### config.mk
export PLATFORM = sky130hd
export DESIGN_NAME = serial_subtractor
export DESIGN_NICKNAME = d
export VERILOG_FILES = /design/src/rtl/serial_subtractor_pkg.sv /design/src/rtl/full_subtractor.sv /design/src/rtl/half_subtractor.sv /design/src/rtl/serial_subtractor.sv
export SDC_FILE = /design/constraint.sdc
export NUM_CORES = 1
export LEC_CHECK = 0
export BUFFER_PORTS_ARGS = -buffer_cell sky130_fd_sc_hd__buf_2
export CAP_MARGIN = 20
export CORE_ASPECT_RATIO = 0.8
export CORE_MARGIN = 10
export CORE_UTILIZATION = 30
export DETAILED_ROUTE_END_ITERATION = 7
export PLACE_DENSITY = 0.44
export SLEW_MARGIN = 20
export SYNTH_ARGS = -nofsm -noshare
export SYNTH_HDL_FRONTEND = slang
export SYNTH_HIERARCHICAL = 1
export SYNTH_SLANG_ARGS = --single-unit
### constraint.sdc
create_clock -name clk -period 1.62 [get_ports clk]
set_clock_uncertainty 0.15 [all_clocks]
set_input_delay 0.243 -clock clk [delete_from_list [all_inputs] [get_ports clk]]
set_output_delay 0.243 -clock clk [all_outputs]
set_load 0.1 [all_outputs]
### src/rtl/serial_subtractor_pkg.sv
// Shared definitions for the bit-serial subtractor: FSM state encoding and
// the sizing rule for the bit counter.
package serial_subtractor_pkg;

    typedef enum logic [1:0] {
        ST_IDLE = 2'd0,
        ST_BUSY = 2'd1,
        ST_DONE = 2'd2
    } state_t;

    localparam int DEFAULT_WIDTH = 8;

    // Counter must hold the value WIDTH itself without wrapping.
    function automatic int cnt_width(input int width);
        return $clog2(width + 1);
    endfunction

endpackage

### src/rtl/full_subtractor.sv
// 1-bit full subtractor x - y - bin, built from two half subtractors and an OR,
// matching the structure of the adder datapath.
module full_subtractor (
    input  logic x,
    input  logic y,
    input  logic bin,
    output logic d,
    output logic bout
);

    logic d_hs1;
    logic b_hs1;
    logic b_hs2;

    half_subtractor u_hs1 (
        .x    (x),
        .y    (y),
        .d    (d_hs1),
        .bout (b_hs1)
    );

    // Second stage subtracts the incoming borrow from the first difference.
    half_subtractor u_hs2 (
        .x    (d_hs1),
        .y    (bin),
        .d    (d),
        .bout (b_hs2)
    );

    assign bout = b_hs1 | b_hs2;

endmodule

### src/rtl/half_subtractor.sv
// 1-bit half subtractor: x - y with difference and borrow-out.
module half_subtractor (
    input  logic x,
    input  logic y,
    output logic d,
    output logic bout
);

    assign d    = x ^ y;
    assign bout = ~x & y;

endmodule

### src/rtl/serial_subtractor.sv
// Bit-serial unsigned subtractor: computes a - b LSB first through one
// full-subtractor cell and a registered borrow, with a start/done handshake.
module serial_subtractor
    import serial_subtractor_pkg::*;
#(
    parameter int WIDTH = DEFAULT_WIDTH
) (
    input  logic             clk,
    input  logic             rst,
    input  logic             start,
    input  logic [WIDTH-1:0] a,
    input  logic [WIDTH-1:0] b,
    output logic             ready,
    output logic             busy,
    output logic             done,
    output logic [WIDTH-1:0] diff,
    output logic             bout
);

    localparam int CNT_W = cnt_width(WIDTH);

    state_t             state_q,  state_d;
    logic [WIDTH-1:0]   sa_q,     sa_d;
    logic [WIDTH-1:0]   sb_q,     sb_d;
    logic [WIDTH-1:0]   res_q,    res_d;
    logic               borrow_q, borrow_d;
    logic [CNT_W-1:0]   cnt_q,    cnt_d;
    logic [WIDTH-1:0]   diff_q,   diff_d;
    logic               bout_q,   bout_d;

    logic               cell_d;
    logic               cell_bout;
    logic [WIDTH-1:0]   res_shift;
    logic               last_bit;

    full_subtractor u_cell (
        .x    (sa_q[0]),
        .y    (sb_q[0]),
        .bin  (borrow_q),
        .d    (cell_d),
        .bout (cell_bout)
    );

    // Each new difference bit enters at the MSB so that after WIDTH shifts
    // the LSB computed first has reached bit 0.
    generate
        if (WIDTH == 1) begin : g_res_w1
            assign res_shift = cell_d;
        end else begin : g_res_wn
            assign res_shift = {cell_d, res_q[WIDTH-1:1]};
        end
    endgenerate

    assign last_bit = (cnt_q == CNT_W'(WIDTH - 1));

    // NOTE: every _d signal is given its hold value before the case so no
    // path through the block leaves it unassigned, which would infer a latch.
    always_comb begin
        state_d  = state_q;
        sa_d     = sa_q;
        sb_d     = sb_q;
        res_d    = res_q;
        borrow_d = borrow_q;
        cnt_d    = cnt_q;
        diff_d   = diff_q;
        bout_d   = bout_q;

        case (state_q)
            ST_IDLE, ST_DONE: begin
                state_d = ST_IDLE;
                if (start) begin
                    sa_d     = a;
                    sb_d     = b;
                    res_d    = '0;
                    borrow_d = 1'b0;
                    cnt_d    = '0;
                    state_d  = ST_BUSY;
                end
            end

            ST_BUSY: begin
                sa_d     = sa_q >> 1;
                sb_d     = sb_q >> 1;
                res_d    = res_shift;
                borrow_d = cell_bout;
                cnt_d    = cnt_q + CNT_W'(1);
                if (last_bit) begin
                    // Visible result is only updated once the final bit is in.
                    diff_d  = res_shift;
                    bout_d  = cell_bout;
                    state_d = ST_DONE;
                end
            end

            default: state_d = ST_IDLE;
        endcase
    end

    // NOTE: state is updated with non-blocking assignments so every flop
    // samples the pre-edge values, independent of statement order.
    // The operand/result shift registers are reset along with the rest so no
    // X can ever reach the cell, even though they are reloaded before use.
    always_ff @(posedge clk) begin
        if (rst) begin
            state_q  <= ST_IDLE;
            sa_q     <= '0;
            sb_q     <= '0;
            res_q    <= '0;
            borrow_q <= 1'b0;
            cnt_q    <= '0;
            diff_q   <= '0;
            bout_q   <= 1'b0;
        end else begin
            state_q  <= state_d;
            sa_q     <= sa_d;
            sb_q     <= sb_d;
            res_q    <= res_d;
            borrow_q <= borrow_d;
            cnt_q    <= cnt_d;
            diff_q   <= diff_d;
            bout_q   <= bout_d;
        end
    end

    assign ready = (state_q == ST_IDLE) || (state_q == ST_DONE);
    assign busy  = (state_q == ST_BUSY);
    assign done  = (state_q == ST_DONE);
    assign diff  = diff_q;
    assign bout  = bout_q;

endmodule

==> metrics list, run 1 <==
* Outcome: finished clean
- The total area inside the core boundary comes to 5470 um2.
- Cells with a size suffix above 1 make up about 24% of the layout.
* Yosys warns: 6
* Std-Cell Rows: 24
* Static leakage: 0.784 nW
- CP max stage delay: between 0.3 and 0.4 ns
- Wire per inst: 12.9 um
- At the placement stage, the worst setup path has a slack of 0.123 ns.
- Highest attainable clock frequency: 0.646 GHz
* Highest-delay cell along the critical path: sky130_fd_sc_hd__dfxtp_1
- First-pass GRT wire length: ~6.3 mm
- After synthesis the netlist holds a flip-flop and latch count of 39.
- The number of clock buffers added by TritonCTS is 5.
- Sort of element at the end of the critical path: output pin
- The share of total power dissipated in the clock network is 34.7%.
- Broken down by cell family, the worst path's largest delay share belongs to flip-flops.
- Compared with the post-synthesis result, the final layout area differs by 19.9%.
- Total number of vias: 1359
- In this run the clock root is driven by a sky130_fd_sc_hd__clkbuf_8.
- In this run the post-CTS setup repair buffer count came out at 0.
* Number of antenna violations at the first check in global routing: 0
- Final-layout setup total negative slack: 0 ns
* Final Net Count: 237
- At the later pin of the worst-skew pair, clock insertion delay measures approximately 0.29 ns.
- CTS tree: built
- Setup repair after global routing left no endpoint under its margin.
* Net switching fraction of the power: 26.7%
* Clock sink total: 39
* Number of library cell types mapped by synthesis: 28
* Number of failing hold endpoints at the final stage: 0
* Number of vias per cell: between 4 and 5
- DP HPWL: 2.66 mm
- The via count of the first global-routing pass is 1363.
* Reg2Reg Depth: 8
* Cells on Worst Hold Path: 3
- Min Clock Period, post-route: about 1.5 ns
- The pre-antenna-repair detailed-routing pass consisted of 4 iterations.
* Hold WC Path Type: in -> reg
- The number of nets in the synthesized netlist is 207.
- Maximum buffer depth of the clock tree: 2
- After global routing the overflow that remains totals 0.
- For the worst setup path, the data arrival time is 1.15 ns.
- Number of stages on the worst setup path: 3
* Synth Cell Area: 1690 um2
- After synthesis, the mean cell area works out to 9.14 um2.
* Slew of the pin with the lowest slew margin: just under 0.5 ns
- Setup violations remaining at the end of the flow were counted as 0.
* Number of max-cap violations: 0
- The die covers 9060 um2.
* Number of primary I/O pins: 31
- Instance count of the mapped netlist: 185
- For this run, design rule violations remaining after detail routing come to 0.
- Horizontal extent of the die: 104 um
- The worst-case IR drop observed on VDD is 0.416 mV.
* Combinational cell fraction of total power: 13.1%
* Setup slack of the critical path after layout: 0.0722 ns
- Initial DRC count: 81
- Worst slew margin: 67.4%
- Initial core utilization: a little under a third
* Switching power total: roughly 0.52 mW
* Post-route fraction of the period consumed by the critical path: 95.5%
- Residual antenna-violating net count after detailed routing: 0
- Antenna cell count: 0
- Worst-path clk slew: around 0.080 ns
* Largest fanout of any net on the critical path: 9
- Internal Pwr Total: between 1 and 1.5 mW
- Hold is met by around 0.026 ns.
- Placer Congestion: between 0.6 and 0.7
- Largest net degree at the start of global routing: 30
* Final-report max-slew violation count: 0
- The signal on the critical path passes through nand2b_2 > clkinv_4 > buf_12.
- CTS built an H-tree with a depth of 2.
- Startpoint types: flip-flop
- Global routing consumed, over all layers together, 8.39% of the routing resources.
- The critical path contains buffers and inverters numbering 2 combined.
- Port buffering added 30 buffers.
- Endpoint required time on the critical path: 1.23 ns
- Wires add up to 3.77 mm.
* Die height: around 87 um
- Sequential cells account for between 50% and 60% of the total power.
- By startpoint and endpoint, the worst setup path is classified as reg -> out.
- Dividing total power by cell area gives a power density of roughly 960 nW/um2.
- Seq/Total Area, Yosys: 46.2%
[synthesized netlist by cell type]
library cell                n  area, um2
sky130_fd_sc_hd__a211oi_2   1       12.5
sky130_fd_sc_hd__nand2b_2   1       8.76
sky130_fd_sc_hd__mux2_4     1       15.0
sky130_fd_sc_hd__nor3_1     1       5.00
sky130_fd_sc_hd__nand3b_1   1       7.51
sky130_fd_sc_hd__nand3_1   26        130
sky130_fd_sc_hd__buf_6      2       22.5
sky130_fd_sc_hd__nor2_1     2       7.51
sky130_fd_sc_hd__nor2_8     1       20.0
sky130_fd_sc_hd__nand2_1   11       41.3
sky130_fd_sc_hd__a21oi_1   28        140
sky130_fd_sc_hd__and2b_1    1       7.51
sky130_fd_sc_hd__buf_4      5       37.5
sky130_fd_sc_hd__a22oi_1   14        105
sky130_fd_sc_hd__or2_1      1       6.26
sky130_fd_sc_hd__buf_2      4       20.0
sky130_fd_sc_hd__nor2b_1    1       6.26
sky130_fd_sc_hd__mux2i_1    9       90.1
sky130_fd_sc_hd__ha_1       3       37.5
sky130_fd_sc_hd__nand4_1    1       6.26
sky130_fd_sc_hd__nor3b_1    1       7.51
sky130_fd_sc_hd__inv_1      5       18.8
sky130_fd_sc_hd__clkbuf_1   3       11.3
sky130_fd_sc_hd__buf_1      1       3.75
sky130_fd_sc_hd__nand2b_1  20        125
sky130_fd_sc_hd__mux2_1     1       11.3
sky130_fd_sc_hd__dfxtp_1   39        781
sky130_fd_sc_hd__inv_4      1       6.26
[worst reg2reg max path, cell delays in order, from the launching register on]
cell and delay (ns):
sky130_fd_sc_hd__dfxtp_1 0.33, sky130_fd_sc_hd__inv_1 0.04, sky130_fd_sc_hd__ha_1 0.26, sky130_fd_sc_hd__inv_1 0.05
sky130_fd_sc_hd__inv_1 0.03, sky130_fd_sc_hd__ha_1 0.16, sky130_fd_sc_hd__or2_1 0.24, sky130_fd_sc_hd__nand2b_1 0.08
sky130_fd_sc_hd__mux2i_1 0.06
[area by class of cell]
type                    count  area, um2
clock inverters             1       5.00
flip-flops and latches     39        782
repair buffers             38        240
clock buffers               6       82.6
inverters                   6       27.5
fillers                   595       3440
well taps                  78       97.6
multi-input cells         125        793
[stage by stage]
stage	instances	util, %	total power [mW]	instance area, um2
after global routing	293	37.1	2.03	2030
after global placement	286	35.4	1.29	1930
after floorplan	185	-	1.22	1690
after CTS	293	37.0	1.96	2020
final	293	37.1	1.94	2030
after detailed placement	286	35.4	1.29	1930
[routing by layer]
layer / share of wire (%) / global-route usage (%) / vias to the layer above / wire length [um]
met4: 1.2 / 3.78 / 0 / 46
met3: 2.9 / 2.81 / 5 / 108
li1: - / - / 698 / -
met5: 0 / 0 / - / 0
met1: 49 / 10.1 / 640 / 1860
met2: 47 / 13.4 / 16 / 1760
[cell usage in the layout (no fill, tap or decap), drive strengths merged, types with 2 or more instances in the layout]
cell type and count:
nand3 26, a21oi 28, a22oi 14, nand2 11, mux2i 9, ha 3, nor2 3, nand2b 21
buf 38, mux2 2, dfxtp 39, clkinv 2, clkbuf 6, inv 5
[flip-flops by register name, summed over array words and instances, names as in the netlist]
register and cells:
res_q 7, sa_q 8, diff 8, cnt_q 4, borrow_q 1, sb_q 8
bout 1, state_q 2
[kinds of logic (layout without fill, tap and decap cells)]
logic type	count (synthesis)	in the layout	share of synthesized area, %
AND/OR/NAND/NOR	68	68	22.4
AO/OA/AOI/OAI	43	43	15.2
flip-flops	39	39	46.2
buffers and inverters	21	51	7.10
multiplexers	11	11	6.88
adder cells (fa/ha/maj)	3	3	2.22
[what timing repair did]
action | CTS | global route
endpoints found under the hold margin | 0 | 0
setup endpoints to repair | 0 | 2
gates resized for setup | 0 | 3
hold buffers | 0 | 0
[power groups by stage]
stage,registers [mW],clock network (mW),logic (mW)
after floorplan,1.03,0,0.193
after CTS,1.01,0.690,0.257
after global placement,1.03,0,0.253
after global routing,1.02,0.732,0.284
after detailed placement,1.04,0,0.256
final,1.01,0.673,0.254
[path summary, 6_finish.rpt]
path                    from      end  slack (ns)
setup reg to reg     sa_q[0]     bout        0.10
hold / removal          b[7]  sb_q[7]        0.03
hold reg to reg      diff[6]  diff[6]        0.32
setup / recovery  state_q[1]     busy        0.07
Power figures use the tool's default switching activity.
==> inputs of run 2 (changes only) <==
--- a/config.mk
+++ b/config.mk
@@ -11,8 +11,8 @@
 export CORE_MARGIN = 10
 export CORE_UTILIZATION = 30
 export DETAILED_ROUTE_END_ITERATION = 7
+export GPL_ROUTABILITY_DRIVEN = 0
 export PLACE_DENSITY = 0.44
-export SLEW_MARGIN = 20
 export SYNTH_ARGS = -nofsm -noshare
 export SYNTH_HDL_FRONTEND = slang
 export SYNTH_HIERARCHICAL = 1
==> constraint.sdc (replaced) <==
create_clock -name clk -period 1.62 [get_ports clk]
set_clock_uncertainty 0.15 [all_clocks]
set_input_delay 0.324 -clock clk [delete_from_list [all_inputs] [get_ports clk]]
set_output_delay 0.324 -clock clk [all_outputs]
set_load 0.1 [all_outputs]
==> metrics list, run 2 (same netlist as run 1, synthesis figures left out) <==
- Final setup violating endpoints: 0 (unchanged)
- In this run the worst hold path is classified as in -> reg.
* Initial core utilization: 31.0% (unchanged)
- The post-route antenna net violation count was 0 (unchanged).
- Number of primary I/O pins: 31 (unchanged)
* Reg2Reg Depth: 4 (-4)
- Endpoint required time on the critical path: 1.15 ns (-0.08 ns)
- Fraction of final layout cells sized beyond drive strength 1: 23.6% (-0.57 points)
- Worst r2r src: cnt_q[0]
* Port Buffer Count: 30 (unchanged)
* Worst slew margin: 67.5% (+0.14 points)
- Clock latency of the later-clocked register in the worst-skew pair: 0.29 ns (about the same)
* Final-report max-slew violation count: 0 (unchanged)
* P&R area growth vs syn: 20.7%
* Post-route fraction of the period consumed by the critical path: 96.5% (+1.0 points)
* Net switching fraction of the power: 26.5% (-0.15 points)
- Sequential share of power: 53.3% (+1.1 points)
* Final wirelength: 3.79 mm (+0.61%)
- The global-route wire length before repair is 6.35 mm (+0.54%).
- Largest fanout of any net on the critical path: 7 (-2)
* Number of buffers inserted during clock tree synthesis: 5 (unchanged)
- The power share of the combinational group was 13.9% (+0.8 points).
* Switching power total: 0.505 mW (-2.5%)
* Startpoint types: flip-flop
* Worst setup slack for register-to-register paths: 0.11 ns (about the same)
- Hold path startpoint: b[7]
- Largest net degree at the start of global routing: 30 (unchanged)
- Horizontal extent of the die: 104 um (unchanged)
- The worst-case setup slack after placement came to 0.0997 ns (-0.0231 ns).
* Cells on Worst Hold Path: 3 (unchanged)
- Setup slack of the critical path after layout: 0.0559 ns (-0.0163 ns)
- The initial antenna violation count is 0 (unchanged).
* CTS root buffer: sky130_fd_sc_hd__clkbuf_8
- The leakage dissipation is 0.787 nW (+0.43%).
* Type of the worst setup path: reg -> out
* Placeable core region: 5470 um2 (unchanged)
* Sort of element at the end of the critical path: output pin
* Outcome: finished clean
- Internal Pwr Total: 1.40 mW (-1.7%)
- The data arrival time of the worst path was 1.09 ns (-0.06 ns).
* TritonRoute pass-1 iters: 4 (unchanged)
* Min Clock Period, post-route: 1.56 ns (+0.0163 ns)
- The aggregate global-route resource usage came to 8.41% (+0.020 points).
* Number of failing hold endpoints at the final stage: 0 (unchanged)
- The average wire per standard cell is 12.9 um (+0.27%).
- Clock share of power: 32.8% (-1.9 points)
- Clock sink total: 39 (unchanged)
* Final Net Count: 237 (unchanged)
- Worst-path clk slew: 0.07 ns (about the same)
- The die outline area was 9060 um2 (unchanged).
- Final-layout setup total negative slack: 0 ns (unchanged)
- Most common cell after layout, fill and taps aside: sky130_fd_sc_hd__dfxtp_1
- The placed wire-length estimate after detailed placement is 2.71 mm (+2.1%).
* Maximum buffer depth of the clock tree: 2 (unchanged)
- The antenna diode instance count came to 0 (unchanged).
- The final instance count without filler cells was 294 (+0.34%).
- Commonest cells after routing, fill and taps aside: sky130_fd_sc_hd__dfxtp_1, sky130_fd_sc_hd__a21oi_1, sky130_fd_sc_hd__buf_2, sky130_fd_sc_hd__nand3_1, sky130_fd_sc_hd__nand2b_1
* Die height: 87.2 um (unchanged)
- The slew of the pin with the lowest slew margin came to 0.491 ns (-0.00215 ns).
- Number of max-cap violations: 0 (unchanged)
* Dpl cells: 286 (unchanged)
- The number of rows in the core area is 24 (unchanged).
- Initial DRC count: 80 (-1.2%)
* Number of vias per cell: 4.85 (+4.6%)
- End of the worst register-to-register path: diff[0]
- Number of fill cells: 607 (+2.0%)
* Tot Pwr: 1.90 mW (-1.9%)
- The routed via count is 1426 (+4.9%).
- Highest attainable clock frequency: 0.639 GHz (-1.0%)
- Hold path endpoint: sb_q[7]
- Residual DRC count: 0 (unchanged)
* H-Tree Depth: 2 (unchanged)
- RSZ-0062 raised after global routing: false
- Power Density: 932 nW/um2 (-2.6%)
- The via count of the first global-routing pass came to 1403 (+2.9%).
- TritonCTS built the clock tree.
- The global-route congestion overflow total was 0 (unchanged).
* VDD IR max: 0.372 mV (-11%)
run 2: changes by cell type in the layout (fill, tap and decap cells not counted):
cell and delta:
sky130_fd_sc_hd__buf_2 -1, sky130_fd_sc_hd__inv_6 +1, sky130_fd_sc_hd__clkinv_4 -1, sky130_fd_sc_hd__nand2b_2 -1, sky130_fd_sc_hd__clkbuf_1 +2, sky130_fd_sc_hd__nand2b_4 +1
sky130_fd_sc_hd__buf_12 +1, sky130_fd_sc_hd__clkbuf_8 -1
run 2: layer usage:
| layer | routed length [um] | track usage, % | vias up |
|---|---|---|---|
| met4 | 42 | 3.40 | 0 |
| met2 | 1870 | 14.6 | 22 |
| li1 | - | - | 702 |
| met3 | 168 | 3.03 | 5 |
| met5 | 0 | 0 | - |
| met1 | 1710 | 9.28 | 697 |
run 2: power by group through the flow:
| stage | clock (mW) | combinational [mW] | sequential [mW] |
|---|---|---|---|
| detailed placement | 0 | 0.264 | 1.04 |
| global route | 0.692 | 0.295 | 1.02 |
| finish | 0.624 | 0.265 | 1.02 |
| global placement | 0 | 0.260 | 1.03 |
| CTS | 0.657 | 0.267 | 1.01 |
| floorplan | 0 | 0.193 | 1.03 |
run 2: cell type report:
class	instances	area, um2	share of cell area, %
Tap cell	78	97.6	4.78
Timing Repair Buffer	38	255	12.5
Clock buffer	7	76.3	3.74
Multi-Input combinational cell	125	798	39.1
Sequential cell	39	782	38.3
Inverter	6	27.5	1.35
Clock inverter	1	5.00	0.245
run 2: what timing repair did:
item	4_1_cts	5_1_grt
resized for setup	2	2
hold buffers	0	0
setup endpoints to repair	1	2
buffers inserted	0	0
run 2: critical path, cell delays in order, from the launching register on:
cell,delay (ns)
sky130_fd_sc_hd__dfxtp_1,0.31
sky130_fd_sc_hd__nand2b_4,0.21
sky130_fd_sc_hd__inv_6,0.11
sky130_fd_sc_hd__buf_12,0.17
run 2: worst max path at each step:
stage / from / endpoint / slack [ns] / cells after the start
after global placement: sa_q[0] / bout / 0.15 / 8
final: state_q[1] / busy / 0.06 / 3
after global routing: cnt_q[0] / diff[0] / 0.003 / 4
after CTS: state_q[1] / busy / 0.03 / 3
after floorplan: state_q[0] / done / 0.05 / 1
after detailed placement: cnt_q[0] / diff[0] / 0.1 / 4
run 2: through the flow:
stage / utilization, % / instance area, um2 / hold slack [ns]
after floorplan: - / 1690 / 0.296
after global routing: 37.4 / 2040 / 0.119
after detailed placement: 35.7 / 1950 / 0.310
after global placement: 35.7 / 1950 / 0.304
final: 37.4 / 2040 / 0.116
after CTS: 37.3 / 2040 / 0.108
==> inputs of run 3 (changes only) <==
==> constraint.sdc (replaced) <==
create_clock -name clk -period 1.85 [get_ports clk]
set_clock_uncertainty 0.15 [all_clocks]
set_input_delay 0.37 -clock clk [delete_from_list [all_inputs] [get_ports clk]]
set_output_delay 0.37 -clock clk [all_outputs]
set_load 0.1 [all_outputs]
==> metrics list, run 3 (same netlist as run 1, synthesis figures left out) <==
* Hold Buf Count CTS: 0 (unchanged)
* Placeable core region: 5470 um2 (unchanged)
* VDD IR max: 0.269 mV (-28%)
- The count of buffers added by post-CTS timing repair for setup was 0 (unchanged).
* Instance area at placement: 1920 um2 (-1.7%)
- CTS root buffer: sky130_fd_sc_hd__clkbuf_8
* Residual antenna-violating net count after detailed routing: 0 (unchanged)
* Total number of vias: 1355 (-5.0%)
- Worst slew margin: 67.3% (-0.24 points)
* Met3 demand-to-capacity share in global routing: 2.74% (-0.30 points)
- Utilization after layout: 37.1% (-0.23 points)
- The fraction of layout cells with a size suffix above 1 is 22.4% (-1.2 points).
- Initial DRC count: 84 (+5.0%)
* Final Net Count: 235 (-0.84%)
- Most common cell after layout, fill and taps aside: sky130_fd_sc_hd__dfxtp_1
- The aggregate global-route resource usage came to 8.52% (+0.11 points).
- Highest attainable clock frequency: 0.572 GHz
* Cells resized by post-CTS repair: 0 (-2)
- H-Tree Depth: 2 (unchanged)
- STA classifies the critical path endpoint as an output pin.
- The number of rows in the core area was 24 (unchanged).
- The critical path required time was 1.33 ns (+0.18 ns).
- Arrival time of data at the critical path endpoint: 1.23 ns (+0.14 ns)
* Die height: 87.2 um (unchanged)
* Slew of the pin with the lowest slew margin: 0.495 ns (+0.00368 ns)
* Static leakage: 0.786 nW (-0.23%)
- After layout, the worst path uses 94.5% of the clock period.
* CTS tree: built
- Number of max-cap violations: 0 (unchanged)
- Final Non-Filler Cells: 292 (-0.68%)
- The min-delay analysis places its worst path in the category in -> reg.
* Number of primary I/O pins: 31 (unchanged)
- Largest net degree at the start of global routing: 48 (+60%)
- The final worst hold slack was 0.169 ns (+0.0533 ns).
* Antenna cell count: 0 (unchanged)
- Number of vias per cell: 4.64 (-4.3%)
- Final setup violating endpoints: 0 (unchanged)
- The initial antenna violation count is 0 (unchanged).
* RSZ-0062 raised after global routing: false
- The clock-pin slew of the registers on the worst-case setup and hold paths was 0.07 ns (about the same).
- Type of the worst setup path: reg -> out
- First-pass GRT wire length: 6.38 mm (+0.33%)
* DP HPWL: 2.67 mm (-1.7%)
- The finished layout cell area is 2030 um2 (-0.61%).
- The global-route congestion overflow total is 0 (unchanged).
- The die boundary width was 104 um (unchanged).
* Clock latency of the later-clocked register in the worst-skew pair: 0.28 ns (about the same)
- The worst path needs 1.75 ns of the cycle, external delays included.
- The area of all sequential standard cells came to 781 um2 (-0.16%).
- The clock tree buffer depth is 2 (unchanged).
- Clock sink total: 39 (unchanged)
- The count of filler cells inserted in the layout is 588 (-3.1%).
- The average wire per standard cell came to 13.0 um (+0.58%).
* DIE AREA: 9060 um2 (unchanged)
* Routing layer with the top usage in global route: met2
- Outcome: finished clean
- Number of buffers inserted during clock tree synthesis: 5 (unchanged)
- The highest net fanout along the worst path is 5 (-2).
- STA classifies the critical path startpoint as a flip-flop.
* Final wirelength: 3.79 mm (-0.11%)
* Final-report max-slew violation count: 0 (unchanged)
* Port Buffer Count: 30 (unchanged)
- The fraction of met2 tracks used by global routing was 13.7% (-0.92 points).
- The power per cell area is 857 nW/um2 (-8.1%).
* P&R area growth vs syn: 20.0%
- The DRC violation count after routing is 0 (unchanged).
- Number of failing hold endpoints at the final stage: 0 (unchanged)
* Dpl cells: 284 (-0.70%)
- The via count of the first global-routing pass came to 1342 (-4.3%).
* Footprint of the multi-input gates: 796 um2 (-0.31%)
- The effective utilization at floorplan was 31.0% (unchanged).
* Commonest cells after routing, fill and taps aside: sky130_fd_sc_hd__dfxtp_1, sky130_fd_sc_hd__a21oi_1, sky130_fd_sc_hd__buf_2, sky130_fd_sc_hd__nand3_1, sky130_fd_sc_hd__nand2b_1
* TritonRoute pass-1 iters: 4 (unchanged)
- Met1 track demand over resource: 10.4% (+1.1 points)
- Final-layout setup total negative slack: 0 ns (unchanged)
[run 3: cell count changes in the layout (fill, tap and decap cells not counted), sizes merged]
cell    previous run  this run
buf               38        35
clkbuf             7         9
clkinv             1         0
[run 3: worst paths after layout]
kind,depth (start not counted),endpoint,slack [ns],from
worst min register to register,2,diff[3],0.32,diff[3]
worst max-delay path,2,done,0.10,state_q[0]
worst min-delay path,3,sb_q[7],0.17,b[7]
worst max register to register,4,cnt_q[2],0.31,state_q[0]
[run 3: area by class of cell]
cell class	count	share of cell area [%]
clock buffer	8	4.93
inverter	6	1.48
multi-input combinational	125	39.2
sequential	39	38.5
tap	78	4.81
timing repair buffer	36	11.1
[run 3: worst max-delay path, cell delays in order, from the launching register on]
cell	delay [ns]
sky130_fd_sc_hd__dfxtp_1	0.43
sky130_fd_sc_hd__and2b_1	0.23
sky130_fd_sc_hd__clkbuf_4	0.28
[run 3: per-stage QoR]
step | power, mW | setup slack [ns]
floorplan | 1.07 | 0.232
global placement | 1.13 | 0.337
detailed placement | 1.13 | 0.272
CTS | 1.77 | 0.00856
global route | 1.83 | 0.0305
finish | 1.74 | 0.103
[run 3: report_power, final]
part | switching [mW] | total, mW | internal [mW] | leakage (nW)
combinational | 0.140 | 0.224 | 0.0842 | 0.417
clock | 0.286 | 0.626 | 0.340 | 0.0515
sequential | 0.0189 | 0.889 | 0.870 | 0.317
[run 3: routing by layer]
metal / share of wire, % / wire length [um]
met1: 47 / 1800
met4: 0.55 / 21
met3: 3.9 / 147
met2: 48 / 1820
met5: 0 / 0
